--- src/rtl/sht30_pkg.sv ---
// Shared types and constants for the SHT30 raw-code to BCD converter.
package sht30_pkg;

  typedef enum logic [2:0] {
    IDLE, WAIT_STABLE, MUL, SIGN, BCD, DONE
  } state_t;

  localparam int          STABLE_CYCLES_DEF = 100000;
  localparam logic [10:0] T_SCALE  = 11'd1750;
  localparam logic [9:0]  H_SCALE  = 10'd1000;
  localparam logic [10:0] T_OFFSET = 11'd450;

  // One double-dabble step: add 3 to every digit >= 5, then shift in_bit in.
  function automatic logic [15:0] dd_step(input logic [15:0] b, input logic in_bit);
    logic [15:0] r;
    for (int i = 0; i < 4; i++)
      r[4*i +: 4] = (b[4*i +: 4] >= 4'd5) ? b[4*i +: 4] + 4'd3 : b[4*i +: 4];
    return 16'({r, in_bit});
  endfunction

endpackage

--- src/rtl/bin2bcd12.sv ---
// Sequential 12-bit binary to 4-digit BCD (double-dabble), 12 shift cycles after start.
module bin2bcd12
  import sht30_pkg::*;
(
  input  logic        clk,
  input  logic        rst_n,
  input  logic        start,
  input  logic [11:0] bin,
  output logic        done,
  output logic [15:0] bcd
);

  logic [11:0] sh;
  logic [15:0] acc;
  logic [3:0]  cnt;

  always_ff @(posedge clk or negedge rst_n) begin
    if (!rst_n) begin
      sh  <= '0;
      acc <= '0;
      cnt <= '0;
    end else if (start) begin
      sh  <= bin;
      acc <= '0;
      cnt <= 4'd12;
    end else if (cnt != 4'd0) begin
      acc <= dd_step(acc, sh[11]);
      sh  <= {sh[10:0], 1'b0};
      cnt <= cnt - 4'd1;
    end
  end

  // High during the final shift cycle, so the result is ready on the next clock.
  assign done = (cnt == 4'd1);
  assign bcd  = acc;

endmodule

--- src/rtl/sht30_data_conv.sv ---
// Debounces raw SHT30 temperature/humidity codes and converts them to signed BCD
// tenths of a degree C and BCD tenths of a percent RH.
module sht30_data_conv
  import sht30_pkg::*;
#(
  parameter int STABLE_CYCLES = STABLE_CYCLES_DEF
) (
  input  logic        clk,
  input  logic        rst_n,
  input  logic [15:0] t_code,
  input  logic [15:0] h_code,
  output logic        temp_neg,
  output logic [15:0] temp_bcd,
  output logic [15:0] hum_bcd,
  output logic        valid,
  output logic        busy
);

  localparam int CW = $clog2(STABLE_CYCLES);

  state_t       state, state_nx;
  logic [31:0]  in_pair, cand, snap;
  logic [CW-1:0] cnt, cnt_nx;
  logic [3:0]   mcnt;
  logic [15:0]  t_sh, h_sh;
  logic [10:0]  tp;
  logic [9:0]   hp;
  logic         neg_c, neg_r;
  logic [11:0]  mag;
  logic         bcd_start, t_done, h_done;
  logic [15:0]  t_bcd, h_bcd;

  assign in_pair = {t_code, h_code};
  assign cnt_nx  = cnt + 1'b1;

  // The candidate register counts as the first stable cycle, so the count that
  // would reach STABLE_CYCLES-1 is the one that launches the multiply.
  always_comb begin
    state_nx = state;
    case (state)
      IDLE:        if (in_pair != snap) state_nx = WAIT_STABLE;
      WAIT_STABLE: if (in_pair == cand && cnt_nx == CW'(STABLE_CYCLES - 1)) state_nx = MUL;
      MUL:         if (mcnt == 4'd15) state_nx = SIGN;
      SIGN:        state_nx = BCD;
      BCD:         if (t_done && h_done) state_nx = DONE;
      DONE:        state_nx = IDLE;
      default:     state_nx = IDLE;
    endcase
  end

  always_ff @(posedge clk or negedge rst_n) begin
    if (!rst_n) state <= IDLE;
    else        state <= state_nx;
  end

  assign busy      = (state != IDLE);
  assign bcd_start = (state == SIGN);
  assign neg_c     = (tp < T_OFFSET);
  assign mag       = neg_c ? 12'(T_OFFSET - tp) : 12'(tp - T_OFFSET);

  // Right-shifting shift-add: the low 16 product bits fall off one per cycle, so
  // after 16 steps tp/hp hold exactly product >> 16.
  always_ff @(posedge clk or negedge rst_n) begin
    if (!rst_n) begin
      cand     <= '0;
      snap     <= '0;
      cnt      <= '0;
      mcnt     <= '0;
      t_sh     <= '0;
      h_sh     <= '0;
      tp       <= '0;
      hp       <= '0;
      neg_r    <= 1'b0;
      temp_neg <= 1'b0;
      temp_bcd <= '0;
      hum_bcd  <= '0;
      valid    <= 1'b0;
    end else begin
      valid <= 1'b0;
      case (state)
        IDLE: if (in_pair != snap) begin
          cand <= in_pair;
          cnt  <= '0;
        end
        WAIT_STABLE: if (in_pair != cand) begin
          cand <= in_pair;
          cnt  <= '0;
        end else begin
          cnt <= cnt_nx;
          if (cnt_nx == CW'(STABLE_CYCLES - 1)) begin
            mcnt <= '0;
            tp   <= '0;
            hp   <= '0;
            t_sh <= cand[31:16];
            h_sh <= cand[15:0];
          end
        end
        MUL: begin
          tp   <= 11'(({1'b0, tp} + (t_sh[0] ? {1'b0, T_SCALE} : 12'd0)) >> 1);
          hp   <= 10'(({1'b0, hp} + (h_sh[0] ? {1'b0, H_SCALE} : 11'd0)) >> 1);
          t_sh <= t_sh >> 1;
          h_sh <= h_sh >> 1;
          mcnt <= mcnt + 4'd1;
        end
        SIGN: neg_r <= neg_c;
        DONE: begin
          temp_neg <= neg_r;
          temp_bcd <= t_bcd;
          hum_bcd  <= h_bcd;
          snap     <= cand;
          valid    <= 1'b1;
        end
        default: ;
      endcase
    end
  end

  bin2bcd12 u_t_bcd (
    .clk(clk), .rst_n(rst_n), .start(bcd_start), .bin(mag),
    .done(t_done), .bcd(t_bcd)
  );

  bin2bcd12 u_h_bcd (
    .clk(clk), .rst_n(rst_n), .start(bcd_start), .bin({2'b00, hp}),
    .done(h_done), .bcd(h_bcd)
  );

endmodule

--- config.mk ---
export PLATFORM = sky130hd
export DESIGN_NAME = sht30_data_conv
export DESIGN_NICKNAME = d
export VERILOG_FILES = /design/src/rtl/sht30_pkg.sv /design/src/rtl/bin2bcd12.sv /design/src/rtl/sht30_data_conv.sv
export SDC_FILE = /design/constraint.sdc
export NUM_CORES = 1
export LEC_CHECK = 0
export BUFFER_PORTS_ARGS = -buffer_cell sky130_fd_sc_hd__buf_4
export CORE_MARGIN = 3
export CORE_UTILIZATION = 66
export DETAILED_ROUTE_END_ITERATION = 10
export PLACE_DENSITY = 0.85
export SETUP_SLACK_MARGIN = 0.1
export SLEW_MARGIN = 10
export SYNTH_ARGS = -nofsm -noshare
export SYNTH_HDL_FRONTEND = slang
export SYNTH_SLANG_ARGS = --single-unit
--- constraint.sdc ---
create_clock -name clk -period 6.7 [get_ports clk]
set_input_delay 0.335 -clock clk [delete_from_list [all_inputs] [get_ports clk]]
set_output_delay 0.335 -clock clk [all_outputs]
set_load 0.02 [all_outputs]
==> reports/qor.csv <==
stage,metric,value,unit
status,status,completed,
die,Die Footprint,20290,sq um
yosys,syn_nets,1386,
detailed_routing,DR iter-0 viols,726,
clocking,root buf cell,clkbuf_16,
yosys,number of synthesized flops with an enable pin,0,
cells_and_area,share of cells above drive strength 1,11.77,%
clocking,post-CTS setup buffer count,0,
die,Die X,142.5,um
power_and_ir_drop,Worst VDD drop,208.8,uV
yosys,mux contribution to synthesized area,5.967,%
global_routing,GRT overflow,0,
detailed_routing,DR DRC count,0,
die,CORE AREA,18150,sq um
timing,Final min period,3940,ps
timing,Worst Slack Setup Final,2760,ps
global_routing,Overall Global Routing Usage,26.95,%
cells_and_area,Layout area overhead,11.12,%
die,Die Height,142.5,um
yosys,mapped cell area,12290,sq um
yosys,Synth Instances,1308,
timing,clock skew,10.03,ps
worst_setup_path,crit start category,flop,
clocking,CTS H-tree lvls,1,
die,floorplan row count,49,
yosys,Yosys cell types,54,
yosys,simple-gate share of the synthesized area,17.63,%
flow_run,MaxCap Viol Count,0,
power_and_ir_drop,PD cells,213.7,nW/um^2
cells_and_area,post-layout util,75.24,%
global_routing,first-pass GRT wire length,45520,um
clocking,CTS tree,done,
timing,final hold violation count,0,
yosys,area share of fa/ha/maj cells after synthesis,4.541,%
power_and_ir_drop,leakage power total,0.005986,uW
worst_setup_path,critical path class,flop to flop,
cells_and_area,diode count,0,
die,Initial Util,67.71,%
yosys,ys flop type,dfrtp_1,
detailed_routing,via count,9547,
yosys,largest family of logic cells by synthesized area,simple AND/OR/NAND/NOR gates,
worst_setup_path,kind of end point of the critical path,flop,
die,IO Pins,69,
yosys,Seq cells post-synth,240,
global_routing,vias in the first global route,9343,
yosys,Synth Area in Compound Gates,11.57,%
timing,setup_tns,0,ps
timing,Tcrit/Tclk final,58.81,%
clocking,Num CTS Buffers,25,
clocking,maximum root-to-sink buffer count,3,
cells_and_area,Non-Filler Instances,1588,
place,Cells after DPL,1542,
global_routing,pin count of the biggest net entering global routing,128,
detailed_routing,final WL,27100,um
place,GPL Wtd Cong,0.8492,
detailed_routing,length of the first detailed-routing pass in iterations,5,
worst_setup_path,CP arrival,4280,ps
yosys,register area share after synthesis,48.87,%
clocking,clk_lat worst skew,510,ps
timing,RSZ-0062 raised after global routing,no,
place,DP HPWL,17280,um
place,number of port buffers,68,
yosys,Post-Synth XOR/XNOR Area,7.840,%
timing,worst-margin pin slew,1191,ps
yosys,YS warnings,0,
timing,Achievable Freq,0.2538,GHz
detailed_routing,Routed WL per cell,17.07,um
timing,"Slew Viols, Final",0,
timing,Relative slew margins,20.59,%
global_routing,antenna violations before repair,0,
clocking,Worst-path clk slew,60,ps
worst_setup_path,Critical Path RT,7040,ps
detailed_routing,post-route ant nets,0,
yosys,"Async S/R FF share, synth",100.0,%
detailed_routing,DR vias/cell,6.012,
worst_setup_path,CP max FO,29,
min_path,worst hold path type,input port to flop,
cells_and_area,Final nets,1419,
yosys,Synth Area per Inst,9.395,sq um
clocking,CTS Sinks,240,
timing,endpoints failing setup,0,
place,dpl ws,2748,ps
==> cell families (layout without fill, tap and decap cells) <==
group / after synthesis / count (layout)
XOR/XNOR: 110 / 110
multiplexers: 69 / 69
adder cells (fa/ha/maj): 44 / 44
buffers and inverters: 104 / 155
AO/OA/AOI/OAI: 249 / 249
flip-flops: 240 / 240
AND/OR/NAND/NOR: 492 / 492
==> cell usage after synthesis, types with 2 or more instances <==
cell type | n | area [sq um]
a31oi_1 | 22 | 137.6
nand3b_1 | 4 | 30.03
a31o_2 | 3 | 26.28
nor3b_1 | 4 | 30.03
and3_1 | 8 | 50.05
mux2i_1 | 35 | 350.3
clkbuf_1 | 58 | 217.7
buf_1 | 5 | 18.77
nand2b_1 | 12 | 75.07
or3_1 | 5 | 31.28
a211oi_1 | 5 | 37.54
buf_8 | 2 | 30.03
a211o_1 | 2 | 17.52
nand2_1 | 322 | 1209
buf_2 | 4 | 20.02
a21o_1 | 4 | 30.03
o21ai_1 | 49 | 245.2
nor2b_1 | 8 | 50.05
o21bai_1 | 7 | 52.55
o41ai_1 | 3 | 26.28
xor2_1 | 16 | 140.1
dfrtp_1 | 240 | 6006
mux2_1 | 2 | 22.52
and2_1 | 4 | 25.02
nor4_4 | 2 | 42.54
mux2_2 | 32 | 360.4
nor3_1 | 13 | 65.06
nand4_1 | 22 | 137.6
ha_1 | 43 | 538.0
nor2_1 | 54 | 202.7
o21ai_0 | 61 | 305.3
o22ai_1 | 11 | 68.82
nor4_1 | 8 | 50.05
a22o_1 | 3 | 26.28
a21oi_1 | 62 | 310.3
xnor2_1 | 94 | 823.3
o31ai_1 | 12 | 90.09
nand3_1 | 19 | 95.09
buf_6 | 3 | 33.78
inv_1 | 31 | 116.4
==> path summary, 6_finish.rpt <==
path,startpoint,to,slack [ps],depth (start not counted)
setup reg to reg,cand[17],tp[4],2760,7
max in group asynchronous,rst_n,valid,5100,3
min in group asynchronous,rst_n,hum_bcd[5],450,2
hold / removal,h_code[0],cand[0],80,2
hold reg to reg,hum_bcd[5],hum_bcd[5],480,2
setup / recovery,cand[17],tp[4],2760,7
==> routing by layer <==
metal  up-vias  routed length, um  GRT usage (%)
li1       4494                  -              -
met1      4693              11890          38.09
met2       302              12950          43.94
met3        58               1595          3.898
met4         0                664          7.804
met5         -                  0              0
==> sequential cells by signal, indices dropped and copies added, names as in the netlist <==
| name | count |
|---|---|
| temp_bcd | 16 |
| u_t_bcd.bcd | 16 |
| temp_neg | 1 |
| hp | 10 |
| u_t_bcd.sh | 12 |
| neg_r | 1 |
| cand | 32 |
| cnt | 17 |
| t_sh | 16 |
| mcnt | 4 |
| u_h_bcd.bcd | 16 |
| tp | 11 |
| h_sh | 16 |
| u_h_bcd.cnt | 4 |
| u_h_bcd.sh | 12 |
| u_t_bcd.cnt | 4 |
| valid | 1 |
| hum_bcd | 16 |
| state | 3 |
| snap | 32 |
==> layout make-up <==
cell class,instances,area (sq um)
Clock buffer,37,720.7
Tap cell,229,286.5
Clock inverter,8,70.07
Multi-Input combinational cell,964,5843
Timing Repair Buffer,78,608.1
Inverter,32,120.1
Sequential cell,240,6006
Fill cell,1228,4493
==> power by group <==
part | internal [uW] | switching (uW) | leakage (uW)
combinational | 42.2 | 57.1 | 0.00259
clock | 781 | 565 | 0.000386
sequential | 1460 | 12.5 | 0.00301
total | 2280 | 635 | 0.00599
==> through the flow <==
stage | cell area [sq um] | hold WS [ps] | total power, uW
after CTS | 13650 | 66.54 | 2934
after global routing | 13650 | 76.24 | 2997
final | 13650 | 78.77 | 2917
after detailed placement | 12850 | 451.5 | 1598
after floorplan | 12290 | 39.41 | 1531
after global placement | 12850 | 455.3 | 1595
==> what timing repair did <==
item,4_1_cts,5_1_grt
hold endpoints to repair,113,0
gates resized for setup,0,0
hold buffers,1,0
endpoints found under the setup margin,0,0
==> layout by cell type (no fill, tap or decap), types with 4 or more instances in the layout <==
cell | Yosys | final
nand2_1 | 322 | 322
dfrtp_1 | 240 | 240
xnor2_1 | 94 | 94
buf_4 | 0 | 75
a21oi_1 | 62 | 62
o21ai_0 | 61 | 61
nor2_1 | 54 | 54
o21ai_1 | 49 | 49
ha_1 | 43 | 43
mux2i_1 | 35 | 35
mux2_2 | 32 | 32
inv_1 | 31 | 31
clkbuf_16 | 0 | 25
nand4_1 | 22 | 22
a31oi_1 | 22 | 22
nand3_1 | 19 | 19
xor2_1 | 16 | 16
nor3_1 | 13 | 13
o31ai_1 | 12 | 12
nand2b_1 | 12 | 12
o22ai_1 | 11 | 11
nor4_1 | 8 | 8
nor2b_1 | 8 | 8
and3_1 | 8 | 8
o21bai_1 | 7 | 7
clkbuf_1 | 58 | 7
or3_1 | 5 | 5
a211oi_1 | 5 | 5
clkbuf_8 | 0 | 5
clkinv_2 | 0 | 5
nand3b_1 | 4 | 4
nor3b_1 | 4 | 4
a21o_1 | 4 | 4
==> critical path: stages, from the launching register on <==
cell     delay (ps)
dfrtp_1         420
xnor2_1         210
nand4_1         200
nor4_1          720
nand4_1        1050
nor2_1          320
and3_1          630
o22ai_1         200
Power figures use the tool's default switching activity.
